`config.mk`:
```
export PLATFORM = sky130hd
export DESIGN_NAME = fetch_unit
export DESIGN_NICKNAME = d
export VERILOG_FILES = /design/src/rtl/simpu_pkg.sv /design/src/rtl/fetch_queue.sv /design/src/rtl/fetch_unit.sv
export SDC_FILE = /design/constraint.sdc
export NUM_CORES = 1
export LEC_CHECK = 0
export CORE_ASPECT_RATIO = 0.8
export CORE_MARGIN = 2
export CORE_UTILIZATION = 35
export DETAILED_ROUTE_END_ITERATION = 10
export GPL_ROUTABILITY_DRIVEN = 0
export PLACE_DENSITY_LB_ADDON = 0.08
export SYNTH_ARGS = -nofsm -noshare
export SYNTH_HDL_FRONTEND = slang
export SYNTH_SLANG_ARGS = --single-unit
```
`constraint.sdc`:
```
create_clock -name clk -period 6.1 [get_ports clk]
set_input_delay 1.525 -clock clk [delete_from_list [all_inputs] [get_ports clk]]
set_output_delay 1.525 -clock clk [all_outputs]
set_load 0.05 [all_outputs]
```
`src/rtl/simpu_pkg.sv`:
```
// Shared definitions for the simple CPU front end: datapath widths and the
// fetch controller state encoding.
package simpu_pkg;

  localparam int PC_W   = 16;
  localparam int INST_W = 32;

  typedef enum logic {
    RUN  = 1'b0,
    HALT = 1'b1
  } fetch_state_e;

  // Word-address increment; wraps naturally from 16'hFFFF to 16'h0000.
  function automatic logic [PC_W-1:0] pc_inc(input logic [PC_W-1:0] pc);
    return pc + PC_W'(1);
  endfunction

endpackage

```
`src/rtl/fetch_queue.sv`:
```
// Small circular instruction queue holding {pc, instruction} pairs between
// fetch and decode. DEPTH must be a power of two so the pointers wrap freely.
module fetch_queue
  import simpu_pkg::*;
#(
  parameter int DEPTH = 2
) (
  input  logic                     clk,
  input  logic                     reset,
  input  logic                     flush,
  input  logic                     push,
  input  logic [PC_W-1:0]          push_pc,
  input  logic [INST_W-1:0]        push_inst,
  input  logic                     pop,
  output logic [$clog2(DEPTH):0]   count,
  output logic [PC_W-1:0]          head_pc,
  output logic [INST_W-1:0]        head_inst
);

  localparam int PTR_W = $clog2(DEPTH);

  logic [PTR_W-1:0]  head;
  logic [PTR_W-1:0]  tail;
  logic [PC_W-1:0]   pc_mem   [DEPTH];
  logic [INST_W-1:0] inst_mem [DEPTH];

  always_ff @(posedge clk) begin
    if (reset || flush) begin
      head  <= '0;
      tail  <= '0;
      count <= '0;
    end else begin
      if (push) tail <= tail + PTR_W'(1);
      if (pop)  head <= head + PTR_W'(1);
      case ({push, pop})
        2'b10:   count <= count + 1'b1;
        2'b01:   count <= count - 1'b1;
        default: count <= count;
      endcase
    end
  end

  // Storage carries no reset; occupancy is tracked solely by count.
  always_ff @(posedge clk) begin
    if (push) begin
      pc_mem[tail]   <= push_pc;
      inst_mem[tail] <= push_inst;
    end
  end

  assign head_pc   = pc_mem[head];
  assign head_inst = inst_mem[head];

endmodule

```
`src/rtl/fetch_unit.sv`:
```
// Instruction fetch front end: registered pc, RUN/HALT controller and push/pop
// arbitration around a small instruction queue feeding decode.
module fetch_unit
  import simpu_pkg::*;
#(
  parameter logic [15:0] RESET_PC = 16'h0000,
  parameter int          DEPTH    = 2
) (
  input  logic              clk,
  input  logic              reset,
  output logic [PC_W-1:0]   imem_addr,
  input  logic [INST_W-1:0] imem_data,
  input  logic              redirect,
  input  logic [PC_W-1:0]   redirect_pc,
  input  logic              halt_req,
  output logic              out_valid,
  input  logic              out_ready,
  output logic [INST_W-1:0] out_inst,
  output logic [PC_W-1:0]   out_pc,
  output logic              halted
);

  localparam int                CNT_W   = $clog2(DEPTH) + 1;
  localparam logic [CNT_W-1:0]  DEPTH_C = CNT_W'(DEPTH);

  fetch_state_e     state;
  fetch_state_e     state_next;
  logic [PC_W-1:0]  pc;
  logic [CNT_W-1:0] count;
  logic             push;
  logic             pop;

  always_ff @(posedge clk) begin
    if (reset) begin
      state <= RUN;
      pc    <= RESET_PC;
    end else begin
      state <= state_next;
      if (redirect)  pc <= redirect_pc;
      else if (push) pc <= pc_inc(pc);
    end
  end

  // reset is folded into push so memory is never sampled during initialisation.
  always_comb begin
    state_next = state;
    pop        = out_valid & out_ready & ~redirect;
    push       = (state == RUN) & ~redirect & ~halt_req & ~reset &
                 ((count < DEPTH_C) | pop);
    if (redirect)
      state_next = RUN;
    else if ((state == RUN) && halt_req)
      state_next = HALT;
  end

  fetch_queue #(
    .DEPTH (DEPTH)
  ) u_queue (
    .clk       (clk),
    .reset     (reset),
    .flush     (redirect),
    .push      (push),
    .push_pc   (pc),
    .push_inst (imem_data),
    .pop       (pop),
    .count     (count),
    .head_pc   (out_pc),
    .head_inst (out_inst)
  );

  assign imem_addr = pc;
  assign out_valid = (count != '0);
  assign halted    = (state == HALT);

endmodule

```
==> results.sh, run 1 <==
export IMPL_seqPwrFrac_pct=43.1
export IMPL_p_int_mw=1.64
export IMPL_final_common_cell="clkdlybuf4s50_1"
export IMPL_syn_inst=298
export IMPL_clkTransAtPathRegs_ns=0.05
export IMPL_ys_types=42
export IMPL_powerDensity_nw_per_um2=316
export IMPL_cts_tree="done"
export IMPL_dieArea_sq_um=14300
export IMPL_final_cell_mix="clkdlybuf4s50_1, edfxtp_1, mux2_2"
export IMPL_min_period_ns=4.30
export IMPL_critPathArrivalTime_ns=2.78
export IMPL_cts_setup_buffers=0
export IMPL_p_leak_nw=2.21
export IMPL_maxCapViolCount=0
export IMPL_synth_top_area_share_pct=61.8
export IMPL_ctsResizeCount=0
export IMPL_rsz0062_at_grt="false"
export IMPL_cp_start_kind="flop"
export IMPL_crit_type="flop to output pin"
export IMPL_start_util_pct=36.1
export IMPL_ios=119
export IMPL_coreArea_sq_um=12900
export IMPL_clockRootBuffer="clkbuf_16"
export IMPL_synth_seq_cells=118
export IMPL_r2r_end="u_queue.pc_mem[0][0]"
export IMPL_hold_end="u_queue.head"
export IMPL_cp_end_kind="output pin"
export IMPL_drc_errors=0
export IMPL_fill_cells=1083
export IMPL_status="finished, final reports clean"
export IMPL_r2r_slack_ns=3.53
export IMPL_critPathRequiredTime_ns=4.58
export IMPL_holdPathStages=2
export IMPL_hold_viol=0
export IMPL_worstMarginPinSlew_ns=0.907
export IMPL_n_antenna_cell=0
export IMPL_grt_first_pass_wirelength_um=15700
export IMPL_syn_nets=353
export IMPL_switching_power_mw=0.460
export IMPL_crit_path_max_fanout=36
export IMPL_htreeDepth=4
export IMPL_min_from="u_queue.head"
export IMPL_cts_hold_buf=0
export IMPL_r2r_cells=5
export IMPL_hold_path_class="flop to flop"
export IMPL_swShare_pct=21.9
export IMPL_antenna_found_initial=0
export IMPL_p_comb_share_pct=8.3
export IMPL_die_w_um=133
export IMPL_fmax_mhz=233
export IMPL_r2r_start="halted"
export IMPL_clk_path_buf_depth=2
export IMPL_stdcell_area_sq_um=6650
export IMPL_relSlewSlack_pct=39.5
export IMPL_synth_seq_area_share_pct=71.2
export IMPL_insertion_delay_ns=0.40
export IMPL_min_period_over_period_pct=70.5
export IMPL_drv_slew=0
export IMPL_synth_area_leaders="edfxtp_1, mux2_2, dfxtp_1"
export IMPL_clock_sinks=118
export IMPL_portBuffers=118
export IMPL_fin_nets=481
export IMPL_avgSynthCellArea_sq_um=15.7
export IMPL_vdd_drop_max_v=0.000174
export IMPL_die_height_um=107
export IMPL_setup_viol=0
export IMPL_drtIter0Drc=190
export IMPL_ant_nets=0
export IMPL_yosysWarnings=0
export IMPL_routedWlPerCell_um=16.8
export IMPL_syn_area_sq_um=4660
export IMPL_syn_to_final_growth_pct=42.7
export IMPL_grt_max_degree=40
export IMPL_postPlaceCellArea_sq_um=6040
export IMPL_setup_tns_ns=0
export IMPL_cts_buffers_inserted=17
export IMPL_via_count=2916
export IMPL_pwr_share_clk_pct=48.6
export IMPL_viasPerCell=4.75
export IMPL_grt_usage_pct=14.7
export IMPL_grt_pass1_vias=2937
export IMPL_dp_hpwl_um=6640
export IMPL_grt_ovfl_total=0
export IMPL_clock_skew_ns=0.00384
export IMPL_drtPass1Iterations=4
export IMPL_synth_largest_area_cell="edfxtp_1"
export IMPL_rows=37
export IMPL_wl_um=10300
export IMPL_drive_gt1_share_pct=21.6
-- routing by layer --
layer  global-route usage [%]  vias to the layer above  share of wire (%)  routed length [um]
met5                        0                        -                  0                   0
met3                     4.28                       13                5.7                 589
li1                         -                     1404                  -                   -
met2                     22.4                       90                 46                4800
met4                     7.45                        0                1.7                 178
met1                     19.3                     1409                 46                4760
-- flip-flops by register name, indices dropped and copies added (netlist names), named ones only --
signal	cells
halted	1
imem_addr	16
u_queue.count	2
u_queue.head	1
u_queue.inst_mem	64
u_queue.pc_mem	32
u_queue.tail	1
-- worst max path at each step --
stage | endpoint | startpoint | slack [ns] | depth (start not counted)
finish | out_pc[0] | flop | 1.80 | 3
global route | out_pc[0] | flop | 1.64 | 3
CTS | out_pc[0] | flop | 1.71 | 3
detailed placement | u_queue.inst_mem[0][31] | reset | 1.47 | 6
global placement | u_queue.inst_mem[0][13] | reset | 1.56 | 6
floorplan | u_queue.inst_mem[0][0] | redirect | 1.02 | 6
-- cells in the mapped netlist, drive strengths merged --
cell and number:
nor4b 1, inv 7, o21a 1, a311oi 1, dfxtp 22, nand2b 2, or2 3, o21ai 9
or4 1, nor4 4, xor2 3, a21oi 22, nand2 7, a211o 2, xnor2 3, o22ai 1
nor3 3, a22oi 2, or3 1, nor2 16, and4 2, a41oi 1, mux2 49, edfxtp 96
nand3 5, clkbuf 10, a32oi 5, and3 4, nand4 1, a31oi 3, buf 3, nor2b 5
ha 2, and2 1
-- kinds of logic after synthesis --
family | count (synthesis) | share of synthesized area, %
DFF | 118 | 71.2
and+or+nand+nor | 56 | 7.30
muxes | 49 | 11.8
AOI/OAI and AO/OA | 47 | 6.04
buffers and inverters | 20 | 1.93
xor gates and xnor gates | 6 | 1.13
adders and majority gates | 2 | 0.536
-- worst max-delay path, cell delays in order, from the launching register on --
cell	delay [ns]
dfxtp_2	0.91
buf_4	0.38
mux2_2	0.37
clkdlybuf4s50_1	0.70
-- power by group through the flow --
stage	clock network [mW]	logic [mW]	registers, mW
after floorplan	0	0.0747	0.942
after global placement	0	0.174	0.923
after detailed placement	0	0.176	0.924
after CTS	1.04	0.177	0.907
after global routing	1.08	0.184	0.910
final	1.02	0.175	0.907
-- through the flow --
step	cells	util [%]	power (mW)	hold slack (ns)	setup WS [ns]
final	614	51.5	2.10	0.519	1.80
after global routing	614	51.5	2.17	0.537	1.64
after CTS	614	51.5	2.13	0.519	1.71
after detailed placement	582	46.8	1.10	0.501	1.47
after global placement	582	46.8	1.10	0.490	1.56
after floorplan	298	-	1.02	0.472	1.02
-- cell type report --
class	count	area [sq um]	area share (%)
clock buffers	18	429	6.45
clock inverters	14	184	2.76
inverters	7	26.3	0.395
multi-input cells	160	1260	18.9
flip-flops and latches	118	3320	50.0
well taps	175	219	3.29
repair buffers	122	1210	18.2
(Power assumes the default switching activity.)
==> inputs of run 2 (changes only) <==
==> constraint.sdc (replaced) <==
create_clock -name clk -period 4.1 [get_ports clk]
set_input_delay 1.025 -clock clk [delete_from_list [all_inputs] [get_ports clk]]
set_output_delay 1.025 -clock clk [all_outputs]
set_load 0.05 [all_outputs]
==> run 2 against run 1 <==
Compared with the run above:
- utilization shrank 0.058 points
- sequential cell count is the same
- power up 44%
- clock skew up 0.0042 ns
- sequential share of layout area rose by 0.056 points
- critical path depth unchanged
- critical endpoint is now out_pc[5]
- highest routed layer unchanged
==> results.sh, run 2 (synthesis gave the netlist of run 1 again) <==
export IMPL_ant_nets=0
export IMPL_ios=119
export IMPL_fin_cells=616
export IMPL_largest_register="u_queue.inst_mem"
export IMPL_min_period_ns=3.45
export IMPL_die_height_um=107
export IMPL_postPlaceCellArea_sq_um=6080
export IMPL_hold_viol=0
export IMPL_cts_tree="done"
export IMPL_relSlewSlack_pct=51.2
export IMPL_clockRootBuffer="clkbuf_16"
export IMPL_clock_sinks=118
export IMPL_final_common_cell="clkdlybuf4s50_1"
export IMPL_cts_buffers_inserted=17
export IMPL_grt_ovfl_total=0
export IMPL_antenna_found_initial=0
export IMPL_coreArea_sq_um=12900
export IMPL_crit_type="flop to output pin"
export IMPL_clkTransAtPathRegs_ns=0.05
export IMPL_status="finished, final reports clean"
export IMPL_ctsResizeCount=0
export IMPL_start_util_pct=36.1
export IMPL_stdcell_area_sq_um=6650
export IMPL_via_count=2963
export IMPL_cp_end_kind="output pin"
export IMPL_worstMarginPinSlew_ns=0.732
export IMPL_wl_um=10100
export IMPL_cp_start_kind="flop"
export IMPL_grt_max_degree=37
export IMPL_maxCapViolCount=0
export IMPL_drc_errors=0
export IMPL_final_cell_mix="clkdlybuf4s50_1, edfxtp_1, mux2_2"
export IMPL_rows=37
export IMPL_placed_cells=585
export IMPL_insertion_delay_ns=0.40
export IMPL_drive_gt1_share_pct=21.1
export IMPL_grt_first_pass_wirelength_um=15900
export IMPL_dp_hpwl_um=6510
export IMPL_critPathArrivalTime_ns=2.42
export IMPL_n_antenna_cell=0
export IMPL_routedWlPerCell_um=16.4
export IMPL_p_leak_nw=2.20
export IMPL_min_period_over_period_pct=84.1
export IMPL_largest_reg_flops=64
export IMPL_cts_setup_buffers=0
export IMPL_vdd_drop_max_v=0.000274
export IMPL_dieArea_sq_um=14300
export IMPL_setup_viol=0
export IMPL_fin_nets=484
export IMPL_hold_path_class="flop to flop"
export IMPL_portBuffers=118
export IMPL_drtIter0Drc=182
export IMPL_grt_pass1_vias=2966
export IMPL_die_w_um=133
export IMPL_rsz0062_at_grt="false"
export IMPL_syn_to_final_growth_pct=42.5
export IMPL_drtPass1Iterations=4
export IMPL_clk_path_buf_depth=2
export IMPL_cts_hold_buf=0
export IMPL_grt_usage_pct=14.8
export IMPL_viasPerCell=4.81
export IMPL_clock_skew_ns=0.00807
export IMPL_setup_tns_ns=0
export IMPL_drv_slew=0
export IMPL_powerDensity_nw_per_um2=456
export IMPL_htreeDepth=4
export IMPL_fmax_mhz=290
export IMPL_crit_path_max_fanout=32
export IMPL_critPathRequiredTime_ns=3.07
[run 2: per-stage QoR]
| stage | hold WS, ns | utilization [%] | setup WS [ns] | power, mW |
|---|---|---|---|---|
| CTS | 0.504 | 51.5 | 0.584 | 3.07 |
| global placement | 0.485 | 47.0 | 0.744 | 1.63 |
| finish | 0.501 | 51.5 | 0.650 | 3.03 |
| detailed placement | 0.490 | 47.0 | 0.680 | 1.63 |
| global route | 0.543 | 51.5 | 0.539 | 3.14 |
| floorplan | 0.472 | - | 0.342 | 1.51 |
[run 2: final cells by class]
| type | count | area (sq um) |
|---|---|---|
| clock buffer | 20 | 437 |
| inverter | 7 | 26.3 |
| sequential | 118 | 3320 |
| clock inverter | 11 | 134 |
| fill | 1094 | 6270 |
| multi-input combinational | 160 | 1260 |
| tap | 175 | 219 |
| timing repair buffer | 125 | 1250 |
[run 2: where the power goes]
group / switching (mW) / internal, mW
Combinational: 0.149 / 0.112
Clock: 0.481 / 0.941
Sequential: 0.0242 / 1.33
[run 2: worst max-delay path: stages, from the launching register on]
cell,delay (ns)
dfxtp_2,0.64
buf_12,0.28
mux2_2,0.36
clkdlybuf4s50_1,0.72
[run 2: worst paths after layout]
path                             to  slack (ns)          from  cells past startpoint
max                       out_pc[5]        0.65          flop                      3
min                            flop        0.50  u_queue.head                      2
max reg2reg  u_queue.inst_mem[0][1]        1.83        halted                      5
min reg2reg                    flop        0.50  u_queue.head                      2
[run 2: routing by layer]
metal / wire length, um / GRT usage, % / vias to the layer above
li1: - / - / 1410
met1: 4680 / 19.8 / 1460
met2: 4740 / 22.5 / 81
met3: 552 / 5.13 / 12
met4: 120 / 5.22 / 0
met5: 0 / 0 / -
==> inputs of run 3 (changes only) <==
==> constraint.sdc (replaced) <==
create_clock -name clk -period 3.2 [get_ports clk]
set_input_delay 0.8 -clock clk [delete_from_list [all_inputs] [get_ports clk]]
set_output_delay 0.8 -clock clk [all_outputs]
set_load 0.05 [all_outputs]
==> run 3 against run 2 <==
Compared with the run above:
- clock power increased by 33%
- utilization increased by 0.79 points
- clock skew decreased by 0.0026 ns
- sequential share of layout area decreased by 0.76 points
- non-clock buffer count increased by 6
- critical endpoint is now out_pc[4]
- critical path depth unchanged
- count of clock-buffer cells in the layout decreased by 3
- sequential power increased by 27%
- largest power group unchanged
- wire length increased by 0.20%
- register-to-register slack got worse by 0.69 ns
- final cell count increased by 1.1%
- first-iteration DRC count increased by 30%
==> results.sh, run 3 (synthesis gave the netlist of run 1 again) <==
export IMPL_ios=119
export IMPL_postPlaceCellArea_sq_um=6160
export IMPL_cp_start_kind="flop"
export IMPL_ant_nets=0
export IMPL_via_count=2971
export IMPL_largest_register="u_queue.inst_mem"
export IMPL_rsz0062_at_grt="false"
export IMPL_grt_pass1_vias=2868
export IMPL_status="finished, final reports clean"
export IMPL_die_height_um=107
export IMPL_clock_skew_ns=0.00549
export IMPL_vdd_drop_max_v=0.000317
export IMPL_cts_hold_buf=0
export IMPL_stdcell_area_sq_um=6750
export IMPL_grt_first_pass_wirelength_um=15500
export IMPL_wirelength_met1_um=4830
export IMPL_coreArea_sq_um=12900
export IMPL_final_common_cell="clkdlybuf4s50_1"
export IMPL_portBuffers=118
export IMPL_die_w_um=133
export IMPL_crit_type="flop to output pin"
export IMPL_grt_usage_pct=14.6
export IMPL_setup_tns_ns=0
export IMPL_antenna_found_initial=0
export IMPL_final_cell_mix="clkdlybuf4s50_1, edfxtp_1, mux2_2"
export IMPL_powerDensity_nw_per_um2=586
export IMPL_dieArea_sq_um=14300
export IMPL_cp_end_kind="output pin"
export IMPL_highest_layer="met4"
export IMPL_syn_to_final_growth_pct=44.7
export IMPL_n_antenna_cell=0
export IMPL_fin_nets=490
export IMPL_clk_path_buf_depth=2
export IMPL_min_period_ns=3.09
export IMPL_insertion_delay_ns=0.40
export IMPL_drv_slew=0
export IMPL_clockRootBuffer="clkbuf_16"
export IMPL_drtIter0Drc=237
export IMPL_drtPass1Iterations=4
export IMPL_rows=37
export IMPL_largest_reg_flops=64
export IMPL_drc_errors=0
export IMPL_crit_path_max_fanout=34
export IMPL_viasPerCell=4.77
export IMPL_clkTransAtPathRegs_ns=0.06
export IMPL_worstMarginPinSlew_ns=0.752
export IMPL_fill_cells=1032
export IMPL_clock_sinks=118
export IMPL_grt_max_degree=35
export IMPL_cts_setup_buffers=0
export IMPL_htreeDepth=4
export IMPL_hold_path_class="flop to flop"
export IMPL_cts_tree="done"
export IMPL_ctsResizeCount=0
export IMPL_routedWlPerCell_um=16.2
export IMPL_start_util_pct=36.1
export IMPL_cts_buffers_inserted=17
export IMPL_hold_viol=0
export IMPL_wl_um=10100
export IMPL_r2r_slack_ns=1.14
export IMPL_p_total_mw=3.95
export IMPL_route_met3_wl_um=598
export IMPL_setup_viol=0
export IMPL_p_leak_nw=2.26
export IMPL_grt_ovfl_total=0
export IMPL_fmax_mhz=323
export IMPL_routed_wl_met2_um=4590
export IMPL_critPathArrivalTime_ns=2.29
export IMPL_relSlewSlack_pct=49.9
export IMPL_dp_hpwl_um=6710
export IMPL_maxCapViolCount=0
export IMPL_critPathRequiredTime_ns=2.40
export IMPL_drive_gt1_share_pct=23.9
export IMPL_min_period_over_period_pct=96.6
-- run 3: cell count changes in the layout (fill, tap and decap cells not counted), sizes merged --
cell      before  now
inv            7   15
buf            7   13
clkinv         6    2
clkbuf        20   17
bufinv         3    2
clkinvlp       2    3
-- run 3: worst paths after layout --
kind	from	to	cells after the start
setup / recovery	flop	out_pc[4]	3
hold / removal	u_queue.head	u_queue.head	2
setup reg to reg	halted	u_queue.count[1]	6
hold reg to reg	u_queue.head	u_queue.head	2
-- run 3: where the power goes --
part           internal, mW  switching (mW)
clock network          1.16           0.723
logic                 0.148           0.194
registers              1.70          0.0285
-- run 3: through the flow --
| step | setup slack, ns | hold slack [ns] | cells | util, % |
|---|---|---|---|---|
| final | 0.107 | 0.504 | 623 | 52.3 |
| after global routing | 0.0272 | 0.539 | 623 | 52.3 |
| after CTS | 0.0661 | 0.512 | 623 | 52.3 |
| after detailed placement | 0.233 | 0.492 | 591 | 47.7 |
| after global placement | 0.264 | 0.486 | 591 | 47.7 |
| after floorplan | 0.208 | 0.472 | 298 | - |
-- run 3: cell type report --
type	count	area (sq um)	share of cell area [%]
Clock buffer	17	425	6.30
Timing Repair Buffer	131	1330	19.7
Clock inverter	15	165	2.45
Sequential cell	118	3320	49.3
Multi-Input combinational cell	160	1260	18.7
Tap cell	175	219	3.24
Inverter	7	26.3	0.389
-- run 3: critical path, cell delays in order (launching register included) --
cell,delay (ns)
dfxtp_2,0.33
buf_4,0.40
mux2_2,0.39
clkdlybuf4s50_1,0.74
-- run 3: routing by layer --
metal | track usage [%] | vias up
met5 | 0 | -
met4 | 5.76 | 0
met3 | 5.32 | 10
met2 | 22.0 | 88
met1 | 19.3 | 1447
li1 | - | 1426
